--- src/rtl/axi_read_arbiter_2to1_if.sv ---
`default_nettype none
// ============================================================================
//  Module      : axi_read_arbiter_2to1_if
//  Description : AXI read-channel bundle (AR + R) with master/slave views.
//                One instance per master port and one for the slave port.
//  Revision    : 1.0  initial release
// ============================================================================
interface axi_read_arbiter_2to1_if #(
    parameter int ID_BITS   = 4,
    parameter int ADDR_BITS = 32,
    parameter int DATA_BITS = 32,
    parameter int LEN_BITS  = 4
);
    logic [ID_BITS-1:0]   arid;
    logic [ADDR_BITS-1:0] araddr;
    logic [LEN_BITS-1:0]  arlen;
    logic                 arvalid;
    logic                 arready;
    logic [ID_BITS-1:0]   rid;
    logic [DATA_BITS-1:0] rdata;
    logic [1:0]           rresp;
    logic                 rlast;
    logic                 rvalid;
    logic                 rready;

    // Request issuer: drives AR payload/valid and R ready.
    modport master (
        output arid, araddr, arlen, arvalid, rready,
        input  arready, rid, rdata, rresp, rlast, rvalid
    );

    // Request responder: drives AR ready and the R channel.
    modport slave (
        input  arid, araddr, arlen, arvalid, rready,
        output arready, rid, rdata, rresp, rlast, rvalid
    );
endinterface
`default_nettype wire

--- src/rtl/axi_read_arbiter_2to1.sv ---
`default_nettype none
// ============================================================================
//  Module      : axi_read_arbiter_2to1
//  Description : Round-robin merge of two AXI read masters onto one slave
//                read port. One burst outstanding; grant held until the
//                owner's RLAST handshake. Owner bit prefixes the slave ARID.
//  Revision    : 1.0  initial release
// ============================================================================
module axi_read_arbiter_2to1 #(
    parameter int ID_BITS   = 4,
    parameter int ADDR_BITS = 32,
    parameter int DATA_BITS = 32,
    parameter int LEN_BITS  = 4
) (
    input  logic                    clk,
    input  logic                    rst,
    axi_read_arbiter_2to1_if.slave  m0,
    axi_read_arbiter_2to1_if.slave  m1,
    axi_read_arbiter_2to1_if.master s
);

    typedef enum logic [1:0] {
        S_IDLE = 2'd0,
        S_ADDR = 2'd1,
        S_DATA = 2'd2
    } state_t;

    state_t state_q;
    logic   owner_q;   // master currently holding the grant
    logic   prio_q;    // master preferred on the next simultaneous request

    // Owner-selected request/response-side inputs.
    logic [ID_BITS-1:0]   w_own_arid;
    logic [ADDR_BITS-1:0] w_own_araddr;
    logic [LEN_BITS-1:0]  w_own_arlen;
    logic                 w_own_arvalid;
    logic                 w_own_rready;
    logic                 w_ar_hs;
    logic                 w_r_done;
    logic                 w_unused_rid_msb;

    assign w_own_arid    = owner_q ? m1.arid    : m0.arid;
    assign w_own_araddr  = owner_q ? m1.araddr  : m0.araddr;
    assign w_own_arlen   = owner_q ? m1.arlen   : m0.arlen;
    assign w_own_arvalid = owner_q ? m1.arvalid : m0.arvalid;
    assign w_own_rready  = owner_q ? m1.rready  : m0.rready;

    assign w_ar_hs  = (state_q == S_ADDR) && w_own_arvalid && s.arready;
    assign w_r_done = (state_q == S_DATA) && s.rvalid && w_own_rready && s.rlast;

    // Return routing relies on owner_q, so the slave's echoed owner bit is not used.
    assign w_unused_rid_msb = s.rid[ID_BITS];

    // Grant FSM: register the winner in IDLE, hold it until the RLAST handshake.
    always_ff @(posedge clk) begin
        if (rst) begin
            state_q <= S_IDLE;
            owner_q <= 1'b0;
            prio_q  <= 1'b0;
        end else begin
            case (state_q)
                S_IDLE: begin
                    if (m0.arvalid && m1.arvalid) begin
                        owner_q <= prio_q;
                        state_q <= S_ADDR;
                    end else if (m0.arvalid) begin
                        owner_q <= 1'b0;
                        state_q <= S_ADDR;
                    end else if (m1.arvalid) begin
                        owner_q <= 1'b1;
                        state_q <= S_ADDR;
                    end
                end
                S_ADDR: begin
                    if (w_ar_hs) begin
                        state_q <= S_DATA;
                    end
                end
                S_DATA: begin
                    if (w_r_done) begin
                        state_q <= S_IDLE;
                        prio_q  <= ~owner_q;
                    end
                end
                default: state_q <= S_IDLE;
            endcase
        end
    end

    // Per-state steering of AR towards the slave and R back to the owner.
    always_comb begin
        m0.arready = 1'b0;
        m1.arready = 1'b0;
        s.arid     = '0;
        s.araddr   = '0;
        s.arlen    = '0;
        s.arvalid  = 1'b0;
        s.rready   = 1'b0;
        m0.rid     = '0;
        m0.rdata   = '0;
        m0.rresp   = 2'b00;
        m0.rlast   = 1'b0;
        m0.rvalid  = 1'b0;
        m1.rid     = '0;
        m1.rdata   = '0;
        m1.rresp   = 2'b00;
        m1.rlast   = 1'b0;
        m1.rvalid  = 1'b0;
        case (state_q)
            S_ADDR: begin
                s.arid    = {owner_q, w_own_arid};
                s.araddr  = w_own_araddr;
                s.arlen   = w_own_arlen;
                s.arvalid = w_own_arvalid;
                if (owner_q) begin
                    m1.arready = s.arready;
                end else begin
                    m0.arready = s.arready;
                end
            end
            S_DATA: begin
                s.rready = w_own_rready;
                if (owner_q) begin
                    m1.rid    = s.rid[ID_BITS-1:0];
                    m1.rdata  = s.rdata;
                    m1.rresp  = s.rresp;
                    m1.rlast  = s.rlast;
                    m1.rvalid = s.rvalid;
                end else begin
                    m0.rid    = s.rid[ID_BITS-1:0];
                    m0.rdata  = s.rdata;
                    m0.rresp  = s.rresp;
                    m0.rlast  = s.rlast;
                    m0.rvalid = s.rvalid;
                end
            end
            default: ;
        endcase
    end

endmodule
`default_nettype wire

--- src/flat_wrapper.sv ---
// flat-port wrapper written by rule: the top's interface ports become plain ports
module axi_read_arbiter_2to1_flat 
#(
    parameter int ID_BITS   = 4,
    parameter int ADDR_BITS = 32,
    parameter int DATA_BITS = 32,
    parameter int LEN_BITS  = 4
)
  (clk, rst, m0_arid, m0_araddr, m0_arlen, m0_arvalid, m0_rready, m0_arready, m0_rid, m0_rdata, m0_rresp, m0_rlast, m0_rvalid, m1_arid, m1_araddr, m1_arlen, m1_arvalid, m1_rready, m1_arready, m1_rid, m1_rdata, m1_rresp, m1_rlast, m1_rvalid, s_arid, s_araddr, s_arlen, s_arvalid, s_rready, s_arready, s_rid, s_rdata, s_rresp, s_rlast, s_rvalid);
  axi_read_arbiter_2to1_if #(.ID_BITS(ID_BITS), .ADDR_BITS(ADDR_BITS), .DATA_BITS(DATA_BITS), .LEN_BITS(LEN_BITS)) m0_i ();
  axi_read_arbiter_2to1_if #(.ID_BITS(ID_BITS), .ADDR_BITS(ADDR_BITS), .DATA_BITS(DATA_BITS), .LEN_BITS(LEN_BITS)) m1_i ();
  axi_read_arbiter_2to1_if #(.ID_BITS(ID_BITS), .ADDR_BITS(ADDR_BITS), .DATA_BITS(DATA_BITS), .LEN_BITS(LEN_BITS)) s_i ();
  input  logic clk;
  input  logic rst;
  input wire logic [$bits(m0_i.arid)-1:0] m0_arid;
  input wire logic [$bits(m0_i.araddr)-1:0] m0_araddr;
  input wire logic [$bits(m0_i.arlen)-1:0] m0_arlen;
  input wire logic [$bits(m0_i.arvalid)-1:0] m0_arvalid;
  input wire logic [$bits(m0_i.rready)-1:0] m0_rready;
  output wire logic [$bits(m0_i.arready)-1:0] m0_arready;
  output wire logic [$bits(m0_i.rid)-1:0] m0_rid;
  output wire logic [$bits(m0_i.rdata)-1:0] m0_rdata;
  output wire logic [$bits(m0_i.rresp)-1:0] m0_rresp;
  output wire logic [$bits(m0_i.rlast)-1:0] m0_rlast;
  output wire logic [$bits(m0_i.rvalid)-1:0] m0_rvalid;
  input wire logic [$bits(m1_i.arid)-1:0] m1_arid;
  input wire logic [$bits(m1_i.araddr)-1:0] m1_araddr;
  input wire logic [$bits(m1_i.arlen)-1:0] m1_arlen;
  input wire logic [$bits(m1_i.arvalid)-1:0] m1_arvalid;
  input wire logic [$bits(m1_i.rready)-1:0] m1_rready;
  output wire logic [$bits(m1_i.arready)-1:0] m1_arready;
  output wire logic [$bits(m1_i.rid)-1:0] m1_rid;
  output wire logic [$bits(m1_i.rdata)-1:0] m1_rdata;
  output wire logic [$bits(m1_i.rresp)-1:0] m1_rresp;
  output wire logic [$bits(m1_i.rlast)-1:0] m1_rlast;
  output wire logic [$bits(m1_i.rvalid)-1:0] m1_rvalid;
  output wire logic [$bits(s_i.arid)-1:0] s_arid;
  output wire logic [$bits(s_i.araddr)-1:0] s_araddr;
  output wire logic [$bits(s_i.arlen)-1:0] s_arlen;
  output wire logic [$bits(s_i.arvalid)-1:0] s_arvalid;
  output wire logic [$bits(s_i.rready)-1:0] s_rready;
  input wire logic [$bits(s_i.arready)-1:0] s_arready;
  input wire logic [$bits(s_i.rid)-1:0] s_rid;
  input wire logic [$bits(s_i.rdata)-1:0] s_rdata;
  input wire logic [$bits(s_i.rresp)-1:0] s_rresp;
  input wire logic [$bits(s_i.rlast)-1:0] s_rlast;
  input wire logic [$bits(s_i.rvalid)-1:0] s_rvalid;
  assign m0_i.arid = m0_arid;
  assign m0_i.araddr = m0_araddr;
  assign m0_i.arlen = m0_arlen;
  assign m0_i.arvalid = m0_arvalid;
  assign m0_i.rready = m0_rready;
  assign m0_arready = m0_i.arready;
  assign m0_rid = m0_i.rid;
  assign m0_rdata = m0_i.rdata;
  assign m0_rresp = m0_i.rresp;
  assign m0_rlast = m0_i.rlast;
  assign m0_rvalid = m0_i.rvalid;
  assign m1_i.arid = m1_arid;
  assign m1_i.araddr = m1_araddr;
  assign m1_i.arlen = m1_arlen;
  assign m1_i.arvalid = m1_arvalid;
  assign m1_i.rready = m1_rready;
  assign m1_arready = m1_i.arready;
  assign m1_rid = m1_i.rid;
  assign m1_rdata = m1_i.rdata;
  assign m1_rresp = m1_i.rresp;
  assign m1_rlast = m1_i.rlast;
  assign m1_rvalid = m1_i.rvalid;
  assign s_arid = s_i.arid;
  assign s_araddr = s_i.araddr;
  assign s_arlen = s_i.arlen;
  assign s_arvalid = s_i.arvalid;
  assign s_rready = s_i.rready;
  assign s_i.arready = s_arready;
  assign s_i.rid = s_rid;
  assign s_i.rdata = s_rdata;
  assign s_i.rresp = s_rresp;
  assign s_i.rlast = s_rlast;
  assign s_i.rvalid = s_rvalid;
  axi_read_arbiter_2to1 #(.ID_BITS(ID_BITS), .ADDR_BITS(ADDR_BITS), .DATA_BITS(DATA_BITS), .LEN_BITS(LEN_BITS)) u_core (.clk(clk), .rst(rst), .m0(m0_i), .m1(m1_i), .s(s_i));
endmodule
--- config.mk ---
export PLATFORM = sky130hd
export DESIGN_NAME = axi_read_arbiter_2to1_flat
export DESIGN_NICKNAME = d
export VERILOG_FILES = /design/src/rtl/axi_read_arbiter_2to1_if.sv /design/src/rtl/axi_read_arbiter_2to1.sv /design/src/flat_wrapper.sv
export SDC_FILE = /design/constraint.sdc
export NUM_CORES = 1
export LEC_CHECK = 0
export CORE_AREA = 4 4 96 98
export DETAILED_ROUTE_END_ITERATION = 8
export DIE_AREA = 0 0 100 102
export GPL_TIMING_DRIVEN = 0
export PLACE_DENSITY = 0.68
export SYNTH_ARGS = -nofsm -noshare
export SYNTH_HDL_FRONTEND = slang
export SYNTH_SLANG_ARGS = --single-unit
--- constraint.sdc ---
create_clock -name clk -period 3.3 [get_ports clk]
set_input_delay 0.66 -clock clk [delete_from_list [all_inputs] [get_ports clk]]
set_output_delay 0.66 -clock clk [all_outputs]
set_load 0.02 [all_outputs]
* Word-level counts from Yosys, hierarchy flattened
Cells that the tools add are included.
Cells by class: equal/unequal tests 5, muxes and demuxes 43, bitwise logic cells 1, reduce and logical (&&, ||, !) cells 11
Operators by type and width (count):
- 2-to-1 mux 32 bit | 6
- 2-to-1 mux 4 bit | 8
- 2-to-1 mux 1 bit | 19
- 2-to-1 mux 2 bit | 9
- logical AND 1 bit | 6
- one-hot mux 2 bit (3 select lines) | 1
- inequality test 2 x 1 -> 1 bit (second input constant) | 2
- inequality test 4 x 3 -> 1 bit (second input constant) | 1
- AND reduction 2 bit | 2
- AND reduction 3 bit | 1
- nonzero test 3 bit | 1
- equality test 2 x 1 -> 1 bit (second input constant) | 1
- equality test 2 bit (second input constant) | 1
- logical NOT 2 bit | 1
- NOT 1 bit | 1
Word-level totals: bits in registers 4, input port bits 127

* Depth between registers and ports, before layout
Gate-level depths: netlist of run 1.
depth after elaboration 6, mapped depth 4

* Least setup slack after synthesis of run 1
Ideal clock, no wire load.
kind register to output, from register u_core.owner_q, to output port s_araddr[0], data arrival time 1095 ps, slack 1545 ps, stages on the path, launching flop included 5, path through dfxtp_1 buf_4 buf_2 mux2i_1 nor2_1
On the way: word-level cells in the longest chain between the ends 2
RTL lines:
- start, declared | line axi_read_arbiter_2to1.sv:29 | logic owner_q;
- start signal, assigned | line axi_read_arbiter_2to1.sv:64 | owner_q <= prio_q;
- 2-to-1 mux 32 bit | line axi_read_arbiter_2to1.sv:43 | assign w_own_araddr = owner_q ? m1.araddr : m0.araddr;
- 2-to-1 mux 32 bit | line axi_read_arbiter_2to1.sv:109 | case (state_q)
- end, declared | line flat_wrapper.sv:38 | output wire logic [$bits(s_i.araddr)-1:0] s_araddr;
No other way between the ends.

* Worst setup path after layout of run 1
from input port s_arready, to output port m1_arready
On the way: word-level cells in the longest chain between the ends 2
RTL lines:
- start, declared | line flat_wrapper.sv:42 | input wire logic [$bits(s_i.arready)-1:0] s_arready;
- 2-to-1 mux 1 bit | line axi_read_arbiter_2to1.sv:115 | if (owner_q) begin
- 2-to-1 mux 1 bit | line axi_read_arbiter_2to1.sv:109
- end, declared | line flat_wrapper.sv:31 | output wire logic [$bits(m1_i.arready)-1:0] m1_arready;
No other way between the ends.

==> run_results.csv, run 1 <==
group,metric,value,unit
sta,rsz0062_at_grt,"no",
sta,min_period,2.74,ns
power,ir_drop,0.104,mV
cts,cts_buffers,3,
power,switching_share,35.3,%
detailed_routing,routedWlPerCell,14.3,um
detailed_routing,dr.pass1.iters,4,
sta,worst_pin_slew,0.318,ns
place,portBuffers,250,
power,p_comb_share,74.8,%
cts,postCtsSetupBuffers,0,
yosys,ys_ff_latch,4,
detailed_routing,drtIter0Drc,41,
detailed_routing,final_antenna_net_count,0,
final_layout,area_growth,193,%
global_route,grt_max_degree,11,
power,power.share.sequential,8.8,%
final_layout,mostFrequentLayoutCells,"clkdlybuf4s50_1, and2_1, nor2_1",
floorplan,die-area,0.0102,sq mm
final_layout,nets,590,
global_route,grt-ovfl-total,0,
detailed_routing,routed_via_density,4.20,
yosys,syn_area_per_cell,6.68,sq um
yosys,syn-num-nets,335,
power,power.share.clock,16.4,%
detailed_routing,drcViolationCount,0,
floorplan,start_util,16.4,%
cts,cts.htree.levels,1,
cts,clkTransAtPathRegs,0.03,ns
cts,cts_buffer_depth,2,
sta,hold_viol_final,0,
sta,fin_skew,0.000828,ns
cts,cts_tree,"built",
final_layout,post-route-util,48.0,%
job,maxCapViolations,0,
sta,setup_viol,0,
worst_hold_path,min_path_type,"reg2reg",
sta,max_slew_margin,78.8,%
setup_path,crit_type,"in2out",
sta,post-route-period-util,83.0,%
power,switching_power,0.222,mW
yosys,yosys_warnings,0,
final_layout,final_common_cell,"clkdlybuf4s50_1",
detailed_routing,vias,2387,
setup_path,cp.arrival,2.08,ns
place,hpwl,7280,um
power,p_int,0.407,mW
yosys,yosysSeqAreaShare,5.77,%
global_route,grt_pass1_wl,12000,um
final_layout,multi_input_comb_area,0.00121,sq mm
setup_path,crit_required,2.64,ns
setup_path,worstPathMaxFanout,3,
cts,clock_sinks,4,
sta,fmax,0.365,GHz
yosys,ys_types,24,
floorplan,dieHeight,102,um
status,status,"complete, no violations",
power,leakage,1.52,nW
floorplan,io_pins,251,
floorplan,core,0.00847,sq mm
final_layout,drive_gt1_share,4.56,%
floorplan,die_x,100,um
sta,setup_tns,0,ns
place,dp_cells,566,
power,power_density,154,mW/mm^2
cts,cts_hold_buf,0,
final_layout,insertedDiodeCount,0,
cts,root_buffer,"clkbuf_8",
setup_path,critPathLaunchType,"primary input",
cts,clk_latency,0.22,ns
yosys,syn-cell-area,0.00139,sq mm
sta,slew_viol_final,0,
cts,cts_resized,0,
final_layout,register_area,80.1,sq um
global_route,grt_util_all_layers,14.5,%
detailed_routing,wl,8150,um
final_layout,n_fill_cell,841,
final_layout,final_cells,569,
yosys,syn_inst,208,
place,place.gp.congestion,0.825,
setup_path,worstSetupEndpointType,"primary output",
global_route,grt_pass1_vias,2406,
global_route,antenna_found_initial,0,
floorplan,rows,34,
==> area by class of cell <==
cell class	count	area share (%)
Multi-Input combinational cell	185	29.8
Buffer	18	2.28
Clock buffer	3	1.02
Timing Repair Buffer	250	61.5
Inverter	1	0.0923
Sequential cell	4	1.97
Tap cell	108	3.32
==> layer usage <==
layer,GRT usage [%],routed length [um]
met5,0,0
met2,27.7,4210
met3,5.26,1000
met4,3.42,120
met1,15.0,2810
==> critical path, cell delays in order <==
cell,delay (ns)
clkdlybuf4s50_1,0.49
nand3b_1,0.15
nor2_1,0.12
clkdlybuf4s50_1,0.66
==> kinds of logic (layout without fill, tap and decap cells) <==
logic type,Yosys count,after routing,synth area share [%]
mux,42,42,30.3
compound gates,6,6,3.24
flops,4,4,5.77
simple gates,137,137,53.8
buf+inv,19,272,6.94
==> power groups by stage <==
stage                     clock network [mW]  logic, mW  registers [mW]
after floorplan                            0      0.185          0.0548
final                                  0.103      0.470          0.0551
after detailed placement                   0      0.476          0.0557
after global placement                     0      0.470          0.0554
after global routing                   0.114      0.504          0.0556
after CTS                              0.107      0.478          0.0550
==> flip-flops by register name (all words and copies together) (netlist names) <==
name            count
u_core.state_q      2
u_core.prio_q       1
u_core.owner_q      1
==> per-stage QoR <==
| stage | cell area, sq um | worst slack, ns | hold WS [ns] | power [mW] |
|---|---|---|---|---|
| 5_1_grt | 4070 | 0.445 | 0.508 | 0.673 |
| 4_1_cts | 4070 | 0.528 | 0.481 | 0.640 |
| 6_report | 4070 | 0.562 | 0.469 | 0.628 |
| 3_5_place_dp | 4030 | 0.562 | 0.464 | 0.531 |
| 2_1_floorplan | 1390 | 1.55 | 0.432 | 0.240 |
| 3_3_place_gp | 4030 | 0.569 | 0.472 | 0.526 |
==> cells in the mapped netlist <==
cell type   n  area share [%]
buf_4       2             1.1
inv_1       1            0.27
o31ai_1     1            0.54
nand3b_1    1            0.54
a21o_1      1            0.54
o32ai_1     1            0.63
nor3_1      2            0.72
clkbuf_1    2            0.54
and2_1     80              36
nand2b_1    2            0.90
nand2b_4    1            0.99
buf_2       7             2.5
nand2_1     2            0.54
nand3_1     1            0.36
nor2_1     45              12
a41oi_1     1            0.63
dfxtp_1     4             5.8
a21oi_1     1            0.36
o21a_1      1            0.54
and3b_1     1            0.63
mux2i_1    42              30
nor2_2      1            0.45
clkbuf_2    7             2.5
or3_1       1            0.45
==> worst paths after layout <==
kind                            slack (ns)  cells after the start      startpoint       endpoint
worst max register to register        2.15                      4  u_core.owner_q  u_core.prio_q
worst min-delay path                  0.47                      1   u_core.prio_q  u_core.prio_q
worst min register to register        0.47                      1   u_core.prio_q  u_core.prio_q
worst max-delay path                  0.56                      4       s_arready     m1_arready
(Power assumes the default switching activity.)
==> run 2, diff against run 1 <==
- CORE_AREA: 4 4 96 98 -> unset
- CORE_ASPECT_RATIO: unset -> 0.5
- CORE_MARGIN: unset -> 4
- CORE_UTILIZATION: unset -> 19
- DIE_AREA: 0 0 100 102 -> unset
- PLACE_DENSITY: 0.68 -> 0.79
- clock period: 3.3 -> 2.4 ns (I/O delays scaled with it)
==> run_results.csv, run 2 (same netlist as run 1, synthesis figures left out) <==
group,metric,value,unit
cts,cts.htree.levels,1,
setup_path,critPathSlowestCell,"clkdlybuf4s50_1",
setup_path,cp.arrival,1.88,ns
sta,setup_tns,0,ns
sta,setup_ws,0.0401,ns
sta,hold_viol_final,0,
power,p_total,0.973,mW
final_layout,final_common_cell,"clkdlybuf4s50_1",
sta,post-route-period-util,98.3,%
setup_path,cpMostUsedCell,"clkdlybuf4s50_1",
final_layout,largest_reg_flops,2,
setup_path,cpLargestDelayFamily,"buffers and inverters",
place,hpwl,7130,um
setup_path,worstPathMaxFanout,4,
setup_path,crit_type,"in2out",
cts,cts_buffer_depth,2,
floorplan,io_pins,251,
final_layout,nets,590,
final_layout,largest_registers,"u_core.state_q (2), u_core.owner_q (1), u_core.prio_q (1)",
sta,worst_pin_slew,0.256,ns
cts,root_buffer,"clkbuf_16",
place,placed_area,0.00401,sq mm
detailed_routing,final_antenna_net_count,0,
cts,postCtsSetupBuffers,0,
power,power.share.clock,26.4,%
detailed_routing,dr.pass1.iters,4,
final_layout,insertedDiodeCount,0,
power,leakage,2.47,nW
sta,setup_viol,0,
final_layout,post-route-util,60.1,%
power,power_density,235,mW/mm^2
job,maxCapViolations,0,
detailed_routing,routed_via_density,4.05,
global_route,grt_pass1_vias,2117,
power,power.share.sequential,7.8,%
worst_hold_path,min_path_type,"reg2reg",
cts,clock_sinks,4,
place,place.gp.congestion,0.829,
floorplan,dieHeight,68.5,um
power,switching_share,32.1,%
detailed_routing,vias,2237,
global_route,grt-ovfl-total,0,
final_layout,fin_area,0.00414,sq mm
setup_path,crit_required,1.92,ns
detailed_routing,routedWlPerCell,15.0,um
global_route,antenna_found_initial,0,
global_route,grt_pass1_wl,11200,um
cts,cts_buffers,3,
sta,min_period,2.36,ns
cts,clk_latency,0.22,ns
floorplan,die_x,129,um
place,place_ws,0.0308,ns
detailed_routing,drcViolationCount,0,
power,p_comb_share,65.8,%
setup_path,worstSetupEndpointType,"primary output",
sta,max_slew_margin,82.4,%
cts,cts_tree,"built",
final_layout,area_growth,198,%
detailed_routing,wl,8280,um
final_layout,drive_gt1_share,5.21,%
detailed_routing,drtIter0Drc,64,
setup_path,critPathMaxStageDelay,0.62,ns
setup_path,cp_num_buf_inv,2,
global_route,grt_max_degree,11,
final_layout,n_fill_cell,665,
sta,fmax,0.424,GHz
power,ir_drop,0.184,mV
status,status,"complete, no violations",
power,p_int,0.661,mW
setup_path,critPathLaunchType,"primary input",
floorplan,start_util,20.2,%
floorplan,rows,21,
sta,slew_viol_final,0,
cts,clkTransAtPathRegs,0.03,ns
final_layout,mostFrequentLayoutCells,"clkdlybuf4s50_1, and2_1, nor2_1, dlygate4sd2_1, mux2i_1",
global_route,grt_util_all_layers,16.2,%
sta,fin_skew,0.000267,ns
final_layout,top_register,"u_core.state_q",
place,portBuffers,250,
floorplan,core,0.00688,sq mm
setup_path,path_cells,"clkdlybuf4s50_1, mux2i_1, nor2_1, clkdlybuf4s50_1",
floorplan,die-area,0.00882,sq mm
power,switching_power,0.312,mW
-- run 2: cell types whose count changed in the layout (fill, tap and decap cells not counted), sizes merged --
cell / before / now
clkbuf: 12 / 13
buf: 9 / 8
dlygate4sd2: 0 / 45
clkdlybuf4s50: 250 / 166
dlymetal6s2s: 0 / 39
-- run 2: power by group through the flow --
stage / registers, mW / logic, mW / clock network [mW]
global placement: 0.0764 / 0.641 / 0
global route: 0.0767 / 0.681 / 0.267
finish: 0.0760 / 0.640 / 0.257
floorplan: 0.0754 / 0.255 / 0
detailed placement: 0.0767 / 0.647 / 0
CTS: 0.0758 / 0.648 / 0.260
-- run 2: worst paths after layout --
kind / startpoint / end / slack, ns / cells after the start
max: m0_arvalid / s_arvalid / 0.04 / 4
min: u_core.prio_q / u_core.prio_q / 0.46 / 1
max reg2reg: u_core.owner_q / u_core.state_q[1] / 1.23 / 4
min reg2reg: u_core.prio_q / u_core.prio_q / 0.46 / 1
-- run 2: metal layers --
metal  up-vias  global-route usage, %  part of all wire (%)
li1       1181                      -                     -
met4         0                   2.88                  0.85
met5         -                      0                     0
met3         8                   2.34                   4.6
met2        68                   33.4                    59
met1       980                   18.1                    36
-- run 2: stage by stage --
step | hold slack, ns | instances
5_1_grt | 0.475 | 553
2_1_floorplan | 0.432 | 208
6_report | 0.457 | 553
3_5_place_dp | 0.449 | 550
4_1_cts | 0.457 | 553
3_3_place_gp | 0.451 | 550
-- run 2: area by class of cell --
| class | instances | area, sq um | share of cell area [%] |
|---|---|---|---|
| buffer | 18 | 106 | 2.57 |
| clock buffer | 3 | 75.1 | 1.81 |
| inverter | 1 | 3.75 | 0.0907 |
| multi-input combinational | 185 | 1210 | 29.3 |
| sequential | 4 | 81.3 | 1.96 |
| tap | 92 | 115 | 2.78 |
| timing repair buffer | 250 | 2540 | 61.5 |
-- run 2: worst register-to-register path, delay by kind of cell, from the launching register on --
| family | cells | cell delay (ns) |
|---|---|---|
| simple gates | 1 | 0.37 |
| flops | 1 | 0.28 |
| buf+inv | 1 | 0.17 |
| compound gates | 1 | 0.08 |
| mux | 1 | 0.16 |
-- run 2: repair_timing --
action,4_1_cts,5_1_grt
pin swaps,0,0
endpoints found under the setup margin,53,76
endpoints found under the hold margin,0,0
resized for setup,48,47
hold buffers,0,0
==> run 3, diff against run 2 <==
- CORE_MARGIN: 4 -> unset
- CTS_BUF_LIST: unset -> sky130_fd_sc_hd__clkbuf_2
==> run_results.csv, run 3 (same netlist as run 1, synthesis figures left out) <==
group,metric,value,unit
global_route,antenna_found_initial,0,
floorplan,die-area,0.00768,sq mm
sta,hold_viol_final,0,
final_layout,final_cells,553,
cts,postCtsSetupBuffers,0,
detailed_routing,routedWlPerCell,13.9,um
cts,clkTransAtPathRegs,0.04,ns
setup_path,critPathLaunchType,"primary input",
floorplan,core,0.00688,sq mm
status,status,"complete, no violations",
detailed_routing,dr.pass1.iters,4,
place,portBuffers,250,
setup_path,worstPathMaxFanout,3,
cts,cts_buffer_depth,2,
place,placed_area,0.00401,sq mm
final_layout,final_common_cell,"clkdlybuf4s50_1",
setup_path,rrSetupSlack,1.27,ns
detailed_routing,drcViolationCount,0,
setup_path,rr_startpoint,"u_core.owner_q",
global_route,grt-ovfl-total,0,
global_route,grt_util_all_layers,18.3,%
cts,cts_tree,"built",
place,dp_cells,550,
floorplan,rows,21,
final_layout,register_area,81.3,sq um
final_layout,nets,590,
setup_path,crit_type,"in2out",
cts,root_buffer,"clkbuf_2",
cts,cts_hold_buf,0,
job,maxCapViolations,0,
final_layout,multi_input_comb_area,0.00121,sq mm
floorplan,start_util,20.2,%
final_layout,area_growth,202,%
final_layout,largest_registers,"u_core.state_q (2), u_core.owner_q (1), u_core.prio_q (1)",
worst_hold_path,worstHoldStart,"u_core.prio_q",
cts,cts_buffers,3,
detailed_routing,wl,7670,um
sta,setup_viol,0,
worst_hold_path,hold_end,"u_core.prio_q",
worst_hold_path,min_path_type,"reg2reg",
final_layout,mostFrequentLayoutCells,"clkdlybuf4s50_1, and2_1, dlymetal6s2s_1",
place,hpwl,6410,um
detailed_routing,drtIter0Drc,72,
detailed_routing,vias,2302,
setup_path,critPathLaunch,"s_arready",
sta,slew_viol_final,0,
setup_path,worstSetupEndpointType,"primary output",
worst_hold_path,whs_path_depth,1,
floorplan,die_x,123,um
sta,fmax,0.425,GHz
final_layout,top_register,"u_core.state_q",
cts,cts.htree.levels,1,
setup_path,crit_required,1.92,ns
floorplan,dieHeight,62.5,um
final_layout,insertedDiodeCount,0,
power,p_total,0.776,mW
sta,max_slew_margin,81.5,%
sta,worst_pin_slew,0.276,ns
detailed_routing,routed_via_density,4.16,
setup_path,reg2reg_to,"u_core.state_q[1]",
sta,min_period,2.35,ns
power,ir_drop,0.100,mV
floorplan,io_pins,251,
global_route,grt_pass1_wl,11000,um
setup_path,reg2reg_depth,4,
global_route,grt_max_degree,11,
final_layout,post-route-util,61.0,%
cts,clock_sinks,4,
setup_path,cp.arrival,1.87,ns
power,power_density,185,mW/mm^2
final_layout,largest_reg_flops,2,
global_route,grt_pass1_vias,2210,
power,leakage,2.98,nW
sta,fin_skew,0.00186,ns
detailed_routing,final_antenna_net_count,0,
cts,clk_latency,0.21,ns
place,place.gp.congestion,0.774,
final_layout,fin_area,0.00420,sq mm
final_layout,n_fill_cell,641,
final_layout,drive_gt1_share,5.21,%
sta,post-route-period-util,98.1,%
[run 3: cell count changes in the layout (fill, tap and decap cells not counted)]
cell,before,now
clkbuf_16,3,0
buf_2,6,5
dlymetal6s2s_1,39,75
clkdlybuf4s50_1,166,147
dlygate4sd2_1,45,28
clkbuf_4,5,9
[run 3: per-stage QoR]
stage | TNS, ns | hold WS [ns] | setup slack [ns]
after detailed placement | 0 | 0.475 | 0.0138
after global placement | 0 | 0.453 | 0.0104
after CTS | 0 | 0.485 | 0.00149
final | 0 | 0.482 | 0.0463
after floorplan | 0 | 0.432 | 0.825
after global routing | -0.0235 | 0.501 | -0.0235
[run 3: repair_timing]
action / CTS / global route
hold endpoints to repair: 0 / 0
endpoints found under the setup margin: 46 / 93
cloned: 0 / 0
pin swaps: 0 / 0
gates resized for setup: 32 / 87
[run 3: layout make-up]
cell class,count,area share (%)
inverter,1,0.0894
tap,92,2.74
buffer,18,2.77
sequential,4,1.94
clock buffer,3,0.357
multi-input combinational,185,28.9
timing repair buffer,250,63.2
[run 3: power by group]
part           internal [mW]  switching, mW  leakage [nW]  total [mW]
clock                 0.0336         0.0285        0.0125      0.0621
combinational          0.374          0.265          2.93       0.639
sequential            0.0708        0.00470        0.0332      0.0755
[run 3: how the worst max path moves through the flow]
stage / to / cells after the start
floorplan: s_araddr[0] / 4
global placement: s_arvalid / 4
detailed placement: s_arvalid / 4
CTS: m0_rdata[4] / 5
global route: s_araddr[29] / 5
finish: m0_arready / 4
[run 3: layer usage]
| layer | GRT usage, % | share of wire, % | up-vias |
|---|---|---|---|
| li1 | - | - | 1184 |
| met4 | 3.51 | 1.0 | 0 |
| met1 | 19.7 | 37 | 1039 |
| met3 | 3.65 | 5.4 | 6 |
| met2 | 36.5 | 57 | 73 |
| met5 | 0 | 0 | - |
[run 3: worst max-delay path, stage by stage]
cell,delay (ns)
clkdlybuf4s50_1,0.47
nand3b_1,0.17
nor2_1,0.13
clkdlybuf4s50_1,0.62
